File: config.mk
export PLATFORM = sky130hd
export DESIGN_NAME = shift_right_32_iter_flat
export DESIGN_NICKNAME = d
export VERILOG_FILES = /design/src/rtl/shift_right_32_iter_if.sv /design/src/rtl/shift_right_32_iter.sv /design/src/flat_wrapper.sv
export SDC_FILE = /design/constraint.sdc
export NUM_CORES = 1
export LEC_CHECK = 0
export CAP_MARGIN = 0
export CORE_ASPECT_RATIO = 0.8
export CORE_MARGIN = 2
export CORE_UTILIZATION = 42
export CTS_BUF_LIST = sky130_fd_sc_hd__clkbuf_4 sky130_fd_sc_hd__clkbuf_8
export DETAILED_ROUTE_END_ITERATION = 7
export PLACE_DENSITY = 0.67
export SYNTH_ARGS = -nofsm -noshare
export SYNTH_HDL_FRONTEND = slang
export SYNTH_SLANG_ARGS = --single-unit
File: constraint.sdc
create_clock -name clock -period 2.5 [get_ports clock]
set_input_delay 0.25 -clock clock [delete_from_list [all_inputs] [get_ports clock]]
set_output_delay 0.25 -clock clock [all_outputs]
set_load 0.02 [all_outputs]
File: src/rtl/shift_right_32_iter_if.sv
// Request/response bundle between the execute-stage controller (master)
// and the iterative right shifter (slave).
interface shift_right_32_iter_if #(
   parameter int WIDTH = 32,
   parameter int SHW   = 5
);
   logic             start;
   logic [WIDTH-1:0] in;
   logic [SHW-1:0]   shamt;
   logic             arith;
   logic [WIDTH-1:0] out;
   logic             busy;
   logic             done;

   modport master (output start, in, shamt, arith, input out, busy, done);
   modport slave  (input start, in, shamt, arith, output out, busy, done);
endinterface

File: src/rtl/shift_right_32_iter.sv
// Multi-cycle SRL/SRA: retires up to two bit positions per clock using a
// 2-bit and a 1-bit stage, under a start/busy/done handshake.
module shift_right_32_iter #(
   parameter int WIDTH = 32,
   parameter int SHW   = 5
) (
   input logic                  clock,
   input logic                  reset,
   shift_right_32_iter_if.slave bus
);
   typedef enum logic [1:0] {IDLE, SHIFT, DONE} state_t;

   state_t           state_q, state_d;
   logic [WIDTH-1:0] data_q, data_d;
   logic [SHW-1:0]   rem_q, rem_d;
   logic             fill_q, fill_d;
   logic [WIDTH-1:0] out_q, out_d;
   logic             busy_q, busy_d;
   logic             done_q, done_d;

   always_comb begin
      state_d = state_q;
      data_d  = data_q;
      rem_d   = rem_q;
      fill_d  = fill_q;
      out_d   = out_q;
      unique case (state_q)
         IDLE: begin
            if (bus.start) begin
               data_d  = bus.in;
               rem_d   = bus.shamt;
               // Sign is frozen here so later data shifts cannot change it.
               fill_d  = bus.arith & bus.in[WIDTH-1];
               state_d = SHIFT;
            end
         end
         SHIFT: begin
            if (rem_q >= SHW'(2)) begin
               data_d = {fill_q, fill_q, data_q[WIDTH-1:2]};
               rem_d  = rem_q - SHW'(2);
            end else if (rem_q == SHW'(1)) begin
               data_d = {fill_q, data_q[WIDTH-1:1]};
               rem_d  = '0;
            end else begin
               out_d   = data_q;
               state_d = DONE;
            end
         end
         DONE:    state_d = IDLE;
         default: state_d = IDLE;
      endcase
      // Flags come from the next state so they are clean flop outputs.
      busy_d = (state_d != IDLE);
      done_d = (state_d == DONE);
   end

   always_ff @(posedge clock or posedge reset) begin
      if (reset) begin
         state_q <= IDLE;
         data_q  <= '0;
         rem_q   <= '0;
         fill_q  <= 1'b0;
         out_q   <= '0;
         busy_q  <= 1'b0;
         done_q  <= 1'b0;
      end else begin
         state_q <= state_d;
         data_q  <= data_d;
         rem_q   <= rem_d;
         fill_q  <= fill_d;
         out_q   <= out_d;
         busy_q  <= busy_d;
         done_q  <= done_d;
      end
   end

   assign bus.out  = out_q;
   assign bus.busy = busy_q;
   assign bus.done = done_q;
endmodule
File: src/flat_wrapper.sv
// flat-port wrapper written by rule: the top's interface ports become plain ports
module shift_right_32_iter_flat 
#(
   parameter int WIDTH = 32,
   parameter int SHW   = 5
)
  (clock, reset, bus_start, bus_in, bus_shamt, bus_arith, bus_out, bus_busy, bus_done);
  shift_right_32_iter_if #(.WIDTH(WIDTH), .SHW(SHW)) bus_i ();
  input logic clock;
  input logic reset;
  input wire logic [$bits(bus_i.start)-1:0] bus_start;
  input wire logic [$bits(bus_i.in)-1:0] bus_in;
  input wire logic [$bits(bus_i.shamt)-1:0] bus_shamt;
  input wire logic [$bits(bus_i.arith)-1:0] bus_arith;
  output wire logic [$bits(bus_i.out)-1:0] bus_out;
  output wire logic [$bits(bus_i.busy)-1:0] bus_busy;
  output wire logic [$bits(bus_i.done)-1:0] bus_done;
  assign bus_i.start = bus_start;
  assign bus_i.in = bus_in;
  assign bus_i.shamt = bus_shamt;
  assign bus_i.arith = bus_arith;
  assign bus_out = bus_i.out;
  assign bus_busy = bus_i.busy;
  assign bus_done = bus_i.done;
  shift_right_32_iter #(.WIDTH(WIDTH), .SHW(SHW)) u_core (.clock(clock), .reset(reset), .bus(bus_i));
endmodule
Word level (Yosys, flattened, before mapping)
Index checks and enable logic that the tools add are counted.
{"block": "totals", "regBits": 74, "inputBits": 41, "out_inout_bits": 34, "word_cells": 35}
{"block": "classes", "n_addsub": 1, "order_cmp": 1, "n_eq_ne": 5, "n_mux": 12, "bitwise_logic": 3, "n_reduce_logical": 6}
{"op": "2-to-1 mux 32 bit", "n": 3}
{"op": "one-hot mux 32 bit (2 select lines)", "n": 1}
{"op": "2-to-1 mux 5 bit", "n": 3}
{"op": "one-hot mux 5 bit (2 select lines)", "n": 1}
{"op": "2-to-1 mux 2 bit", "n": 3}
{"op": "AND reduction 3 bit", "n": 2}
{"op": "equality test 5 x 1 -> 1 bit (second input constant)", "n": 1}
{"op": "greater-or-equal comparator 5 x 2 -> 1 bit (second input constant)", "n": 1}
{"op": "subtractor 5 x 2 -> 5 bit (second input constant)", "n": 1}
{"op": "one-hot mux 2 bit (2 select lines)", "n": 1}
{"op": "nonzero test 2 bit", "n": 2}
{"op": "inequality test 3 x 1 -> 1 bit (second input constant)", "n": 1}
{"op": "equality test 2 x 1 -> 1 bit (second input constant)", "n": 1}
{"op": "equality test 2 bit (second input constant)", "n": 1}
{"op": "zero test 2 bit", "n": 1}
{"op": "inequality test 2 bit (second input constant)", "n": 1}
{"op": "NOT 1 bit", "n": 2}
{"op": "AND reduction 2 bit", "n": 1}
{"op": "bitwise AND 1 bit", "n": 1}

Depth between registers and ports, before layout
{"block": "depth", "ltp_word": 5, "depth_mapped": 8, "mapped_depth_nobuf": 6}

Worst setup path after synthesis
OpenSTA, ideal clock, no wires.
{"block": "synth_timing", "kind": "reg2reg", "startpoint": "reg u_core.rem_q[2]", "endpoint": "reg u_core.out_q[11], in the netlist u_core.bus.out[11]", "setup_time_ps": 128, "arrival_ps": 1747, "required_time_ps": 2372, "slack_ps": 626, "path_stages_with_launch": 7, "n_path_buf": 1, "synth_period_minus_slack_ps": 1874, "path_cell_list": "dfrtp_1 -> inv_1 -> ha_1 -> nor3b_4 -> o211ai_2 -> buf_2 -> mux2_1"}
{"block": "synth_via", "elab_chain_cells": 3, "word_cells_on_any_way": 5, "cone_classes": "order compare (1); eq/ne (1); bitwise (2); reduce/logical (1)"}
{"element": "start, declared", "line_no": "shift_right_32_iter.sv:15", "source": "logic [SHW-1:0] rem_q, rem_d;"}
{"element": "start signal, assigned", "line_no": "shift_right_32_iter.sv:69", "source": "rem_q <= rem_d;"}
{"element": "greater-or-equal comparator 5 x 2 -> 1 bit / equality test 5 x 1 -> 1 bit (equally long branches)", "line_no": "shift_right_32_iter.sv:38, shift_right_32_iter.sv:41"}
{"element": "NOT 1 bit (no source line)"}
{"element": "AND reduction 3 bit (no source line) (*)"}
{"element": "end signal, assigned", "line_no": "shift_right_32_iter.sv:71", "source": "out_q <= out_d;"}
{"element": "end, declared", "line_no": "shift_right_32_iter.sv:17", "source": "logic [WIDTH-1:0] out_q, out_d;"}
Every way passes the cells marked *; elsewhere a longest branch is shown, timed or not.
A chain may end at the register's enable or synchronous reset.

Final worst setup path
{"block": "layout_timing", "startpoint": "reg u_core.rem_q[2]", "endpoint": "reg u_core.data_q[27]"}
{"block": "layout_via", "elab_chain_cells": 3, "word_cells_on_any_way": 6, "cone_classes": "order compare (1); eq/ne (2); mux (2); reduce/logical (1)"}
{"element": "greater-or-equal comparator 5 x 2 -> 1 bit / equality test 5 x 1 -> 1 bit (equally long branches)", "line_no": "shift_right_32_iter.sv:38, shift_right_32_iter.sv:41"}
{"element": "inequality test 3 x 1 -> 1 bit (no source line) / 2-to-1 mux 32 bit (equally long branches)"}
{"element": "AND reduction 3 bit (no source line) / one-hot mux 32 bit (2 select lines) (equally long branches)"}
{"element": "end signal, assigned", "line_no": "shift_right_32_iter.sv:68", "source": "data_q <= data_d;"}
{"element": "end, declared", "line_no": "shift_right_32_iter.sv:14", "source": "logic [WIDTH-1:0] data_q, data_d;"}
Several ways; a longest one is shown, not always the timed one.

==> impl_metrics.tcl <==
set metrics [dict create \
    cts_buffers 9 \
    portBuffers 74 \
    drive_gt1_frac 0.208 \
    drt_drc_violations_left 0 \
    initial_utilization 0.437 \
    synth_cells 344 \
    areaGrowthSynthToFinish_pct 27.3 \
    die-area_um2 9710 \
    hpwl_mm 5.74 \
    fillerInstances 762 \
    dp_slack_ns 0.297 \
    status "finished clean" \
    fp.dieW_um 110 \
    drtIter0Drc 193 \
    synth_warnings 0 \
    core_area_um2 8600 \
    hold_viol_final 0 \
    clock-root-buffer "clkbuf_8" \
    wirelength_mm 8.85 \
    ys_ff_latch 74 \
    synth_area_per_cell_um2 10.9 \
    slew_headroom 0.189 \
    overflow 0 \
    post-route-util 0.556 \
    synth_top_area_frac 0.493 \
    grt_use_total 0.195 \
    antenna_left 0 \
    critPathKind "register to register" \
    rows 30 \
    io_pins 75 \
    diodes 0 \
    ys_seq_area_frac 0.493 \
    arrival_ns 2.40 \
    max_freq_mhz 455 \
    htreeDepth 3 \
    ir_drop_mv 0.693 \
    cts_tree "yes" \
    num_vias 2918 \
    synth_area_leaders "dfrtp_1, mux2_2, o31ai_2" \
    post-route-min-period_ns 2.20 \
    clk_latency_ns 0.34 \
    clk_pin_slew_ns 0.07 \
    ys_async_sr_fraction 1.00 \
    synth_edf_count 0 \
    rsz0062_at_grt "no" \
    min_period_over_period 0.879 \
    path_max_fanout 35 \
    die_y_um 88.5 \
    grt_max_degree 38 \
    nNetsFinal 451 \
    power_leakage_nw 1.96 \
    hold_buffers 0 \
    cts.sinks 74 \
    fin_worst_skew_ns 0.00795 \
    crit_required_ns 2.70 \
    grt_pass1_vias 2780 \
    drv_cap 0 \
    start_kind "register" \
    cts_buffer_depth 2 \
    fin_ws_ns 0.302 \
    synth_nets 386 \
    synth_cell_types 34 \
    post_cts_buffers 0 \
    endpoint_kind "register" \
    first_pass_iters 5 \
    yosysTopAreaCell "dfrtp_1" \
    drv_slew 0 \
    finalSetupViolCount 0 \
    cts.repair.resized 0 \
    gp_congestion 0.757 \
    synthTopCellsByCount "dfrtp_1, o21ai_0, nor2_1" \
    viasPerCell 5.56 \
    synth_ff_type "dfrtp_1" \
    finalSetupTns_ns 0 \
    synth_most_common_cell "dfrtp_1" \
    grt_pass1_wl_mm 14.7 \
    power.density_nw_per_um2 1550 \
    antenna_found_initial 0 \
    wl_per_cell_um 16.8 \
    syn_area_um2 3750 \
    worstMarginPinSlew_ns 1.21 \
    hp-class "input port to async pin" \
]
-- sequential cells by signal (all words and copies together) (netlist names) --
register / cells
u_core.bus.busy: 1
u_core.bus.done: 1
u_core.bus.out: 32
u_core.data_q: 32
u_core.fill_q: 1
u_core.rem_q: 5
u_core.state_q: 2
-- worst max-delay path: stages, from the launching register on --
cell and delay [ns]:
dfrtp_1 0.47, inv_1 0.11, ha_1 0.18, nor3b_4 0.35, nand2_2 0.43, a21boi_0 0.40, o31ai_1 0.12
-- layer usage --
metal  vias up  global-route usage  share of wire
li1       1395                   -              -
met1      1422               0.295           0.49
met2        93               0.280           0.44
met3         8              0.0538          0.067
met4         0              0.0380         0.0088
met5         -                   0              0
-- power by group --
part	total, mW	internal (mW)	leakage [nW]	switching [mW]
clock	0.915	0.481	0.102	0.434
combinational	4.17	1.96	0.961	2.21
sequential	2.33	1.84	0.898	0.490
total	7.41	4.28	1.96	3.13
-- worst paths after layout --
kind | cells past startpoint | end | from | slack [ns]
max in group asynchronous | 3 | u_core.bus.out[1] | reset | 1.50
setup / recovery | 6 | u_core.data_q[27] | u_core.rem_q[2] | 0.30
min in group clock | 1 | u_core.bus.out[16] | u_core.bus.out[16] | 0.49
setup reg to reg | 6 | u_core.data_q[27] | u_core.rem_q[2] | 0.30
hold reg to reg | 1 | u_core.bus.out[16] | u_core.bus.out[16] | 0.49
hold / removal | 2 | u_core.bus.out[13] | reset | 0.30
-- cell usage in the layout (no fill, tap or decap), types with 24 or more instances in the layout --
master	count
nor2_1	35
clkdlybuf4s50_1	74
o31ai_2	24
o21ai_0	37
a21boi_0	26
a31oi_1	32
mux2_2	28
dfrtp_1	74
-- cells by family after synthesis --
group / after synthesis / share of synthesized area
AOI/OAI and AO/OA: 147 / 0.291
DFF: 74 / 0.493
and+or+nand+nor: 46 / 0.0577
buffers and inverters: 42 / 0.0534
muxes: 33 / 0.0987
xor gates and xnor gates: 1 / 0.00233
adders and majority gates: 1 / 0.00333
-- metrics by stage --
step                      power, mW  instances  cell area (um^2)  hold WS (ns)
after floorplan                5.34        344              3750         0.384
after detailed placement       6.53        510              4580         0.481
after global placement         6.43        510              4580         0.476
final                          7.41        525              4780         0.297
after CTS                      7.45        525              4780         0.316
after global routing           7.98        525              4780         0.367
-- final cells by class --
class                   count  area [um^2]  share of cell area
clock buffers              10          138              0.0288
clock inverters             5         53.8              0.0113
inverters                  11         41.3             0.00865
multi-input cells         228         1720               0.359
flip-flops and latches     74         1850               0.388
well taps                 112          140              0.0293
repair buffers             85          836               0.175
Note: power is estimated with default switching activity, not from simulation.
